`src/rtl/led_chase_pkg.sv`:
```
// Shared types and constants for the LED chase sequencer.
package led_chase_pkg;

  typedef enum logic [1:0] {
    MODE_ONESHOT = 2'd0,
    MODE_LOOP    = 2'd1,
    MODE_BOUNCE  = 2'd2
  } mode_e;

  typedef enum logic [1:0] {
    ST_IDLE = 2'd0,
    ST_RUN  = 2'd1,
    ST_HOLD = 2'd2
  } state_e;

  localparam logic [1:0] COL_G = 2'd0;
  localparam logic [1:0] COL_R = 2'd1;
  localparam logic [1:0] COL_B = 2'd2;

  // Counter width that never collapses to zero bits.
  function automatic int cw(input int v);
    return (v > 1) ? $clog2(v) : 1;
  endfunction

endpackage

```
`src/rtl/led_chase_prescaler.sv`:
```
// Step-rate divider: one-cycle tick every STEP_DIV enabled cycles; clr restarts the count.
module led_chase_prescaler
  import led_chase_pkg::*;
#(
  parameter int STEP_DIV = 1
) (
  input  logic clk,
  input  logic rst,
  input  logic en,
  input  logic clr,
  output logic tick
);

  localparam int DW = cw(STEP_DIV);

  logic [DW-1:0] div_q, div_d;

  assign tick = en && (div_q == DW'(STEP_DIV - 1));

  always_comb begin
    div_d = div_q;
    if (clr)     div_d = '0;
    else if (en) div_d = tick ? '0 : div_q + 1'b1;
  end

  always_ff @(posedge clk or negedge rst) begin
    if (!rst) div_q <= '0;
    else      div_q <= div_d;
  end

endmodule

```
`src/rtl/led_chase_seq.sv`:
```
// Button-held LED chase across NUM_LED RGB LEDs with one-shot/loop/bounce modes.
// Define LED_CHASE_SYNC_EN to pass button_inp through a 2-flop synchroniser.
module led_chase_seq
  import led_chase_pkg::*;
#(
  parameter int NUM_LED   = 4,
  parameter int NUM_STEPS = 3 * NUM_LED,
  parameter int STEP_DIV  = 1
) (
  input  logic                      clk,
  input  logic                      rst,
  input  logic                      button_inp,
  input  logic [1:0]                mode,
  output logic [NUM_LED-1:0]        led_r,
  output logic [NUM_LED-1:0]        led_g,
  output logic [NUM_LED-1:0]        led_b,
  output logic                      busy,
  output logic                      done,
  output logic [cw(NUM_STEPS)-1:0]  step_idx
);

  localparam int SW = cw(NUM_STEPS);
  localparam int LW = cw(NUM_LED);

  logic btn;

`ifdef LED_CHASE_SYNC_EN
  logic [1:0] sync_q, sync_d;
  assign sync_d = {sync_q[0], button_inp};
  always_ff @(posedge clk or negedge rst) begin
    if (!rst) sync_q <= '0;
    else      sync_q <= sync_d;
  end
  assign btn = sync_q[1];
`else
  assign btn = button_inp;
`endif

  state_e        state_q, state_d;
  logic [1:0]    mode_q, mode_d;
  logic [SW-1:0] step_q, step_d;
  logic [LW-1:0] led_q, led_d;
  logic [1:0]    col_q, col_d;
  logic          dir_q, dir_d;   // 0 = up, 1 = down
  logic          done_q, done_d;
  logic          tick, run_en;

  assign run_en = (state_q == ST_RUN) && btn;

  led_chase_prescaler #(.STEP_DIV(STEP_DIV)) u_presc (
    .clk  (clk),
    .rst  (rst),
    .en   (run_en),
    .clr  (!run_en),
    .tick (tick)
  );

  // led/colour move as a mixed-radix counter alongside step; no divide hardware.
  logic          led_top, led_bot;
  logic [LW-1:0] led_inc, led_dec;
  logic [1:0]    col_inc, col_dec;
  logic          at_last, at_first;

  assign led_top  = (led_q == LW'(NUM_LED - 1));
  assign led_bot  = (led_q == '0);
  assign led_inc  = led_top ? '0 : led_q + 1'b1;
  assign led_dec  = led_bot ? LW'(NUM_LED - 1) : led_q - 1'b1;
  assign col_inc  = !led_top ? col_q : (col_q == COL_B) ? COL_G : col_q + 1'b1;
  assign col_dec  = !led_bot ? col_q : (col_q == COL_G) ? COL_B : col_q - 1'b1;
  assign at_last  = (step_q == SW'(NUM_STEPS - 1));
  assign at_first = (step_q == '0);

  logic go_up, go_dn, clr_cnt;

  always_comb begin
    state_d = state_q;
    mode_d  = mode_q;
    step_d  = step_q;
    led_d   = led_q;
    col_d   = col_q;
    dir_d   = dir_q;
    done_d  = 1'b0;
    go_up   = 1'b0;
    go_dn   = 1'b0;
    clr_cnt = 1'b0;
    case (state_q)
      ST_IDLE: if (btn) begin
        state_d = ST_RUN;
        mode_d  = mode;
        clr_cnt = 1'b1;
      end
      ST_RUN: begin
        if (!btn) begin
          // Release beats any advance on the same cycle, including the final one.
          state_d = ST_IDLE;
          clr_cnt = 1'b1;
        end else if (tick) begin
          if (mode_q == MODE_LOOP) begin
            if (at_last) begin clr_cnt = 1'b1; done_d = 1'b1; end
            else go_up = 1'b1;
          end else if (mode_q == MODE_BOUNCE) begin
            if (NUM_STEPS == 1) done_d = 1'b1;
            else if (!dir_q) begin
              if (at_last) begin dir_d = 1'b1; go_dn = 1'b1; end
              else go_up = 1'b1;
            end else begin
              if (at_first) begin dir_d = 1'b0; go_up = 1'b1; done_d = 1'b1; end
              else go_dn = 1'b1;
            end
          end else begin
            if (at_last) begin state_d = ST_HOLD; clr_cnt = 1'b1; done_d = 1'b1; end
            else go_up = 1'b1;
          end
        end
      end
      ST_HOLD: if (!btn) state_d = ST_IDLE;
      default: state_d = ST_IDLE;
    endcase

    if (clr_cnt) begin
      step_d = '0;
      led_d  = '0;
      col_d  = COL_G;
      dir_d  = 1'b0;
    end else if (go_up) begin
      step_d = step_q + 1'b1;
      led_d  = led_inc;
      col_d  = col_inc;
    end else if (go_dn) begin
      step_d = step_q - 1'b1;
      led_d  = led_dec;
      col_d  = col_dec;
    end
  end

  always_ff @(posedge clk or negedge rst) begin
    if (!rst) begin
      state_q <= ST_IDLE;
      mode_q  <= 2'd0;
      step_q  <= '0;
      led_q   <= '0;
      col_q   <= COL_G;
      dir_q   <= 1'b0;
      done_q  <= 1'b0;
    end else begin
      state_q <= state_d;
      mode_q  <= mode_d;
      step_q  <= step_d;
      led_q   <= led_d;
      col_q   <= col_d;
      dir_q   <= dir_d;
      done_q  <= done_d;
    end
  end

  always_comb begin
    led_r = '0;
    led_g = '0;
    led_b = '0;
    if (state_q == ST_RUN) begin
      case (col_q)
        COL_G:   led_g[led_q] = 1'b1;
        COL_R:   led_r[led_q] = 1'b1;
        default: led_b[led_q] = 1'b1;
      endcase
    end
  end

  assign busy     = (state_q == ST_RUN);
  assign done     = done_q;
  assign step_idx = step_q;

endmodule

```
`config.mk`:
```
export PLATFORM = sky130hd
export DESIGN_NAME = led_chase_seq
export DESIGN_NICKNAME = d
export VERILOG_FILES = /design/src/rtl/led_chase_pkg.sv /design/src/rtl/led_chase_prescaler.sv /design/src/rtl/led_chase_seq.sv
export SDC_FILE = /design/constraint.sdc
export NUM_CORES = 1
export LEC_CHECK = 0
export CORE_MARGIN = 2
export CORE_UTILIZATION = 46
export DETAILED_ROUTE_END_ITERATION = 12
export GPL_TIMING_DRIVEN = 0
export PLACE_DENSITY = 0.81
export SYNTH_ARGS = -nofsm -noshare
export SYNTH_HDL_FRONTEND = slang
export SYNTH_SLANG_ARGS = --single-unit
```
`constraint.sdc`:
```
create_clock -name clk -period 2.5 [get_ports clk]
set_input_delay 0.5 -clock clk [delete_from_list [all_inputs] [get_ports clk]]
set_output_delay 0.5 -clock clk [all_outputs]
set_load 0.02 [all_outputs]
```
==> metrics <==
outcome finished, final reports clean; Final Setup Violations 0; Finished Core Util 0.6373; WL per Instance 14.95 um; DR iter-0 viols 10; Synth Area in Adders 0.1184; synthesis-to-layout area growth 33.37%; DR pass1 iterations 4; DR vias/cell 5.588; Hold Startpoint led_q[1]$_DFFE_PN0P_; Slew @ Worst Pin 688.9 ps; Final Skew 0.8741 ps; commonest non-fill, non-tap cell in the layout clkdlybuf4s50_1; pin count of the biggest net entering global routing 16; clk slew on worst S/H paths 100 ps; site row count 18; Req. time, crit path 2710 ps; synthesized area 1162 um2; Tcrit/Tclk final 0.9629; starting density of the core 0.4779; DP HPWL 2.011 mm; EDFF count, synth 0; residual DRC count 0; Post-synth ARST share 1.000; Mapped Nets 135; minimum clock period 2407 ps; critical path arrival 2620 ps; Unique masters post-synth 49; Max Slew Vio Count 0; Synth top area share 0.3229; Crit Path Class reg -> reg; DIE WIDTH 54.27 um; Crit-path slowest cell dfrtp_2; Synth Area in XOR/XNOR 0.02260; largest family of logic cells by synthesized area simple AND/OR/NAND/NOR gates; fraction of layout cells with a size suffix above 1 0.2500; post-layout total power 0.5883 mW; Yosys top cell by area dfrtp_1; Relative slew margins 0.5393; ranking of synthesized cells by area dfrtp_1, ha_1, and3_1; post-synthesis simple-gate area fraction 0.2357; ant diodes 0; Hold Vio Cnt, Final 0; GRT Overall Usage 0.2016; I/O Buffers 22; Top FF cell, synth dfrtp_1; worst-path maximum fanout 10; clk buf depth 2; CTS tree built; worst reg2reg path startpoint step_idx[0]$_DFFE_PN0P_; Peak VDD IR 0.2903 mV; Routed WL 2.720 mm; Crit. Startpoint step_idx[0]$_DFFE_PN0P_; NumNets Final 169; Die Ht 54.27 um; Mean Syn Cell Area 9.768 um2; boundary pin count 23; mux contribution to synthesized area 0.04952; type of the tightest min-delay check reg -> reg; startpoint types flop; gr ovfl total 0; max capacitance violation total 0; initial antenna violation count 0; Leakage 0.6862 nW; core box area 2432 um2; CTS Buf Count 3; root buffer cell clkbuf_4; vias in the first global route 959; Sink Count 15; DRT antenna net count 0; Synth Area in Compound Gates 0.2034; synthesis-stage register bit count 15; H-Tree Depth 1; CP cell instances buf_6 > or3_4 > a211oi_4 > nor2_4 > ha_4 > o221a_1 > a311oi_2 > mux2_1 > o211ai_1; commonest cells after routing, fill and taps aside clkdlybuf4s50_1, dfrtp_1, ha_1; crit path capture type flop; insertion delay to the later sink of the worst-skew pair 290 ps; DR vias 1017; RD Place Congestion 0.7732; Seq/Total Area, Yosys 0.3229; first-pass GRT wire length 4.312 mm; Ys Warns 0; Max stage delay on crit path 430 ps; fmax 0.4154 GHz; Mapped Cells 119; Pwr per Cell Area 379.5 nW/um2; die area 2945 um2
worst max-delay path, delay by kind of cell (launching register included):
family / cells / cell delay [ps]
simple gates: 2 / 410
mux: 1 / 360
buf+inv: 1 / 150
compound gates: 4 / 740
flops: 1 / 430
fa+ha+maj: 1 / 230
area by class of cell:
cell class / instances / area (um2)
buffer: 4 / 25.02
multi-input combinational: 93 / 783.3
tap: 30 / 37.54
clock inverter: 1 / 5.005
sequential: 15 / 380.4
timing repair buffer: 30 / 274.0
inverter: 6 / 22.52
clock buffer: 3 / 22.52
fill: 200 / 882.1
what timing repair did:
item / in CTS / in global routing
hold buffers: 0 / 0
resized for setup: 12 / 1
setup endpoints to repair: 13 / 1
pin swaps: 5 / 2
setup buffers: 3 / 5
cell usage after synthesis (3+ instances only):
cell,count
o21ai_0,5
nor2_1,4
a21oi_1,5
inv_1,6
and2_1,4
nand2_1,5
dfrtp_1,15
and3_1,8
a22o_1,4
ha_1,11
a211oi_1,3
power by group:
part | internal, mW | switching (mW)
Clock | 0.0596 | 0.0882
Sequential | 0.256 | 0.0194
Combinational | 0.0814 | 0.0836
final timing paths:
path / to / slack, ps / depth (start not counted)
min in group asynchronous: led_q[0]$_DFFE_PN0P_ / 610 / 1
min reg2reg: led_q[1]$_DFFE_PN0P_ / 590 / 1
max in group asynchronous: state_q[0]$_DFFE_PN0P_ / 1410 / 1
max: step_idx[3]$_DFFE_PN0P_ / 90 / 9
min: led_q[1]$_DFFE_PN0P_ / 590 / 1
max reg2reg: step_idx[3]$_DFFE_PN0P_ / 90 / 9
through the flow:
stage	setup TNS, ps	hold slack, ps	area [um2]	setup slack, ps	std cells
6_report	0	585.1	1550	92.64	182
5_1_grt	-10.24	622.4	1550	-10.24	182
4_1_cts	0	586.2	1508	6.080	177
3_5_place_dp	-1076	563.8	1441	-612.2	171
3_3_place_gp	-578.8	544.8	1441	-468.5	171
2_1_floorplan	-5.819	204.4	1184	-5.819	119
kinds of logic after synthesis:
kind of cell	count (synthesis)
buf+inv	11
fa+ha+maj	11
simple gates	44
compound gates	29
other cells	1
flops	15
xor+xnor	3
mux	5
registers in the layout (all words and copies together), names as in the netlist:
| name | cells |
|---|---|
| step_idx | 4 |
| led_q | 2 |
| done | 1 |
| state_q | 2 |
| dir_q | 1 |
| u_presc.div_q | 1 |
| col_q | 2 |
| mode_q | 2 |
routing by layer:
| metal | global-route usage | share of wire |
|---|---|---|
| met3 | 0.02459 | 0.025 |
| met2 | 0.3614 | 0.51 |
| met5 | 0 | 0 |
| met4 | 0.06667 | 0.010 |
| met1 | 0.2479 | 0.45 |
Power figures use the tool's default switching activity.
==> RTL edit: new RTL, same settings <==
Add a define of `LED_CHASE_SYNC_EN`.
--- a/src/rtl/led_chase_seq.sv
+++ b/src/rtl/led_chase_seq.sv
@@ -1,5 +1,7 @@
 // Button-held LED chase across NUM_LED RGB LEDs with one-shot/loop/bounce modes.
 // Define LED_CHASE_SYNC_EN to pass button_inp through a 2-flop synchroniser.
+`define LED_CHASE_SYNC_EN
+
 module led_chase_seq
   import led_chase_pkg::*;
 #(
Function: changed (Yosys sat finds a counterexample within 4 cycles, from zero or initial values and one cycle with rst low).
==> RTL edit against the unedited design <==
Cell area grew 5.7%. Power grew 4.6%. Worst setup slack got worse by 120 ps. The run now ends with negative setup slack left. Wire length rose by 3.8%. Largest power group unchanged. Sequential cell count rose by 2. Synthesized cell count up 8.4%. Synthesized area rose by 1.1%. Hold slack worse by 230 ps. Critical endpoint unchanged.
==> RTL edit: results (changes against the unedited design) <==
Parameter                              Value

Critical path
  Slowest cell delay on critical path ... 510 ps (was 430 ps)
  Gate family responsible for the most delay along the worst path ... simple AND/OR/NAND/NOR gates (was compound AO/OA/AOI/OAI gates)
  Crit path DAT ... 2780 ps (was 2620 ps)
  Highest-delay cell along the critical path ... or4b_1 (was dfrtp_2)
  Peak fanout along the critical path ... 5 (was 10)

GRT
  Combined global-route utilization of all metal layers ... 0.2106 (was 0.2016)
  Maximum number of pins on one net before global-route repair ... 18 (was 16)
  Initial antenna violation count ... 0 (unchanged)
  Global-route wire length before repair ... 4395 microns (was 4312 microns)
  Global-route track usage on met1 ... 0.2535 (was 0.2479)
  Met3 Track Usage GR ... 0.01913 (was 0.02459)
  Met2 Track Usage GR ... 0.3755 (was 0.3614)
  Number of global-route vias before repair ... 993 (was 959)

Placement
  Placed standard-cell area ... 1476 sq um (was 1441 sq um)
  Detailed placement HPWL ... 1927 microns (was 2011 microns)
  Worst slack after detailed placement ... -68.36 ps (was -612.2 ps)
  Placer Congestion ... 0.8919 (was 0.7732)
  Count of input and output buffers ... 22 (unchanged)

Yosys
  Largest cells by area after synthesis ... dfrtp_1, ha_1, and3_1, nand2_1, a21oi_1 (was dfrtp_1, ha_1, and3_1, a22o_1, o41ai_4)
  Flip-flop cell with the highest count after synthesis ... dfrtp_1 (unchanged)
  Warnings from Yosys ... 0 (unchanged)
  Portion of the post-synthesis area used by sequential elements ... 0.3621 (was 0.3229)
  Most frequent cells after synthesis ... dfrtp_1, nand2_1, ha_1, and3_1, nor2_1 (was dfrtp_1, ha_1, and3_1, inv_1)
  Post-synth net total ... 144 (was 135)
  Async S/R FF share, synth ... 1.000 (unchanged)
  Number of different library cells in the post-synthesis netlist ... 40 (was 49)

Clocking
  Deepest level of the CTS H-tree ... 1 (unchanged)
  Maximum clock path buffer count ... 2 (unchanged)
  Clock edge transition at the registers on the reported setup and hold paths ... 100 ps (about the same)
  TritonCTS buffer count ... 3 (unchanged)
  Worst-skew pair later-pin latency ... 310 ps (was 290 ps)
  Root cell of the clock tree ... clkbuf_4 (unchanged)

Power and ir drop
  Worst vdd rail ir drop ... 0.3768 mV (was 0.2903 mV)
  P_leak ... 0.8618 nW (was 0.6862 nW)
  Internal cell power ... 0.0004261 W (was 0.0003972 W)

Drt
  Iteration count of the initial detailed-routing pass ... 4 (unchanged)
  Drt total wl ... 2823 microns (was 2720 microns)
  Count of vias placed by the detailed router ... 1086 (was 1017)
  Iter 0 DRT Violations ... 21 (was 10)

Final layout
  Number of flip-flops under the largest register name ... 4 (unchanged)
  Layout cells sized above 1 ... 0.2182 (was 0.2500)
  Total Nets Final ... 181 (was 169)
  Number of antenna diodes ... 0 (unchanged)

Status
  Violated checks ... negative setup slack
  Outcome ... complete, but fails checks (was finished, final reports clean)

Min path
  Class of the worst hold path ... reg2reg (unchanged)

Timing
  Worst Max-Slew Pin Slew ... 782.3 ps (was 688.9 ps)
  Worst setup skew after layout ... 5.379 ps (was 0.8741 ps)
  Final Worst Setup Slack ... -24.94 ps (was 92.64 ps)
  Count of endpoints failing setup in the final report ... 1 (was 0)
[RTL edit: logic make-up (layout without fill, tap and decap cells)]
group                      count (synthesis)  count (layout)  share of synthesized area
buffers and inverters                     12              48                    0.04792
and+or+nand+nor                           53              53                     0.2577
DFF                                       17              17                     0.3621
muxes                                      3               3                    0.02662
AOI/OAI and AO/OA                         30              30                     0.1736
other                                      1               1                   0.003192
adders and majority gates                 10              10                     0.1065
xor gates and xnor gates                   3               3                    0.02237
[RTL edit: path summary, 6_finish.rpt]
kind	start	to	slack, ps	cells past startpoint
worst max-delay path	step_idx[0]	step_idx[3]	-20	10
worst min-delay path	sync_q[0]	sync_q[1]	360	0
worst max register to register	step_idx[0]	step_idx[3]	-20	10
worst min register to register	sync_q[0]	sync_q[1]	360	0
max in group asynchronous	rst	step_idx[3]	1330	1
min in group asynchronous	rst	done	640	1
[RTL edit: what timing repair did]
action / in CTS / in global routing
cloned: 0 / 1
resized for setup: 8 / 12
setup buffers: 2 / 7
setup endpoints to repair: 10 / 10
pin swaps: 0 / 5
[RTL edit: power groups by stage]
stage,Combinational (W),Clock [W],Sequential [W]
6_report,0.000154,0.000156,0.000305
5_1_grt,0.000170,0.000166,0.000308
4_1_cts,0.000140,0.000158,0.000303
3_5_place_dp,0.000131,0,0.000311
3_3_place_gp,0.000128,0,0.000310
2_1_floorplan,0.0000827,0,0.000314
[RTL edit: metal layers]
layer,wire length (microns),vias up,part of all wire
li1,-,538,-
met1,1196,506,0.42
met2,1414,37,0.50
met3,155,5,0.055
met4,56,0,0.020
met5,0,-,0
[RTL edit: cell type report]
type                    instances  area [sq um]
repair buffers                 32         307.8
flip-flops and latches         17         430.4
clock buffers                   4         26.28
inverters                       7         26.28
plain buffers                   5         37.54
well taps                      30         37.54
multi-input cells             100         773.2
fillers                       200         815.8
[RTL edit: through the flow]
stage | hold WS (ps) | std cells | utilization | power, W | setup TNS, ps
2_1_floorplan | 204.4 | 129 | - | 0.0003969 | 0
4_1_cts | 358.8 | 187 | 0.6228 | 0.0006018 | 0
5_1_grt | 382.6 | 195 | 0.6677 | 0.0006444 | -115.8
3_3_place_gp | 331.7 | 181 | 0.6014 | 0.0004382 | -27.84
6_report | 355.4 | 195 | 0.6677 | 0.0006153 | -24.94
3_5_place_dp | 335.8 | 181 | 0.6014 | 0.0004425 | -105.9
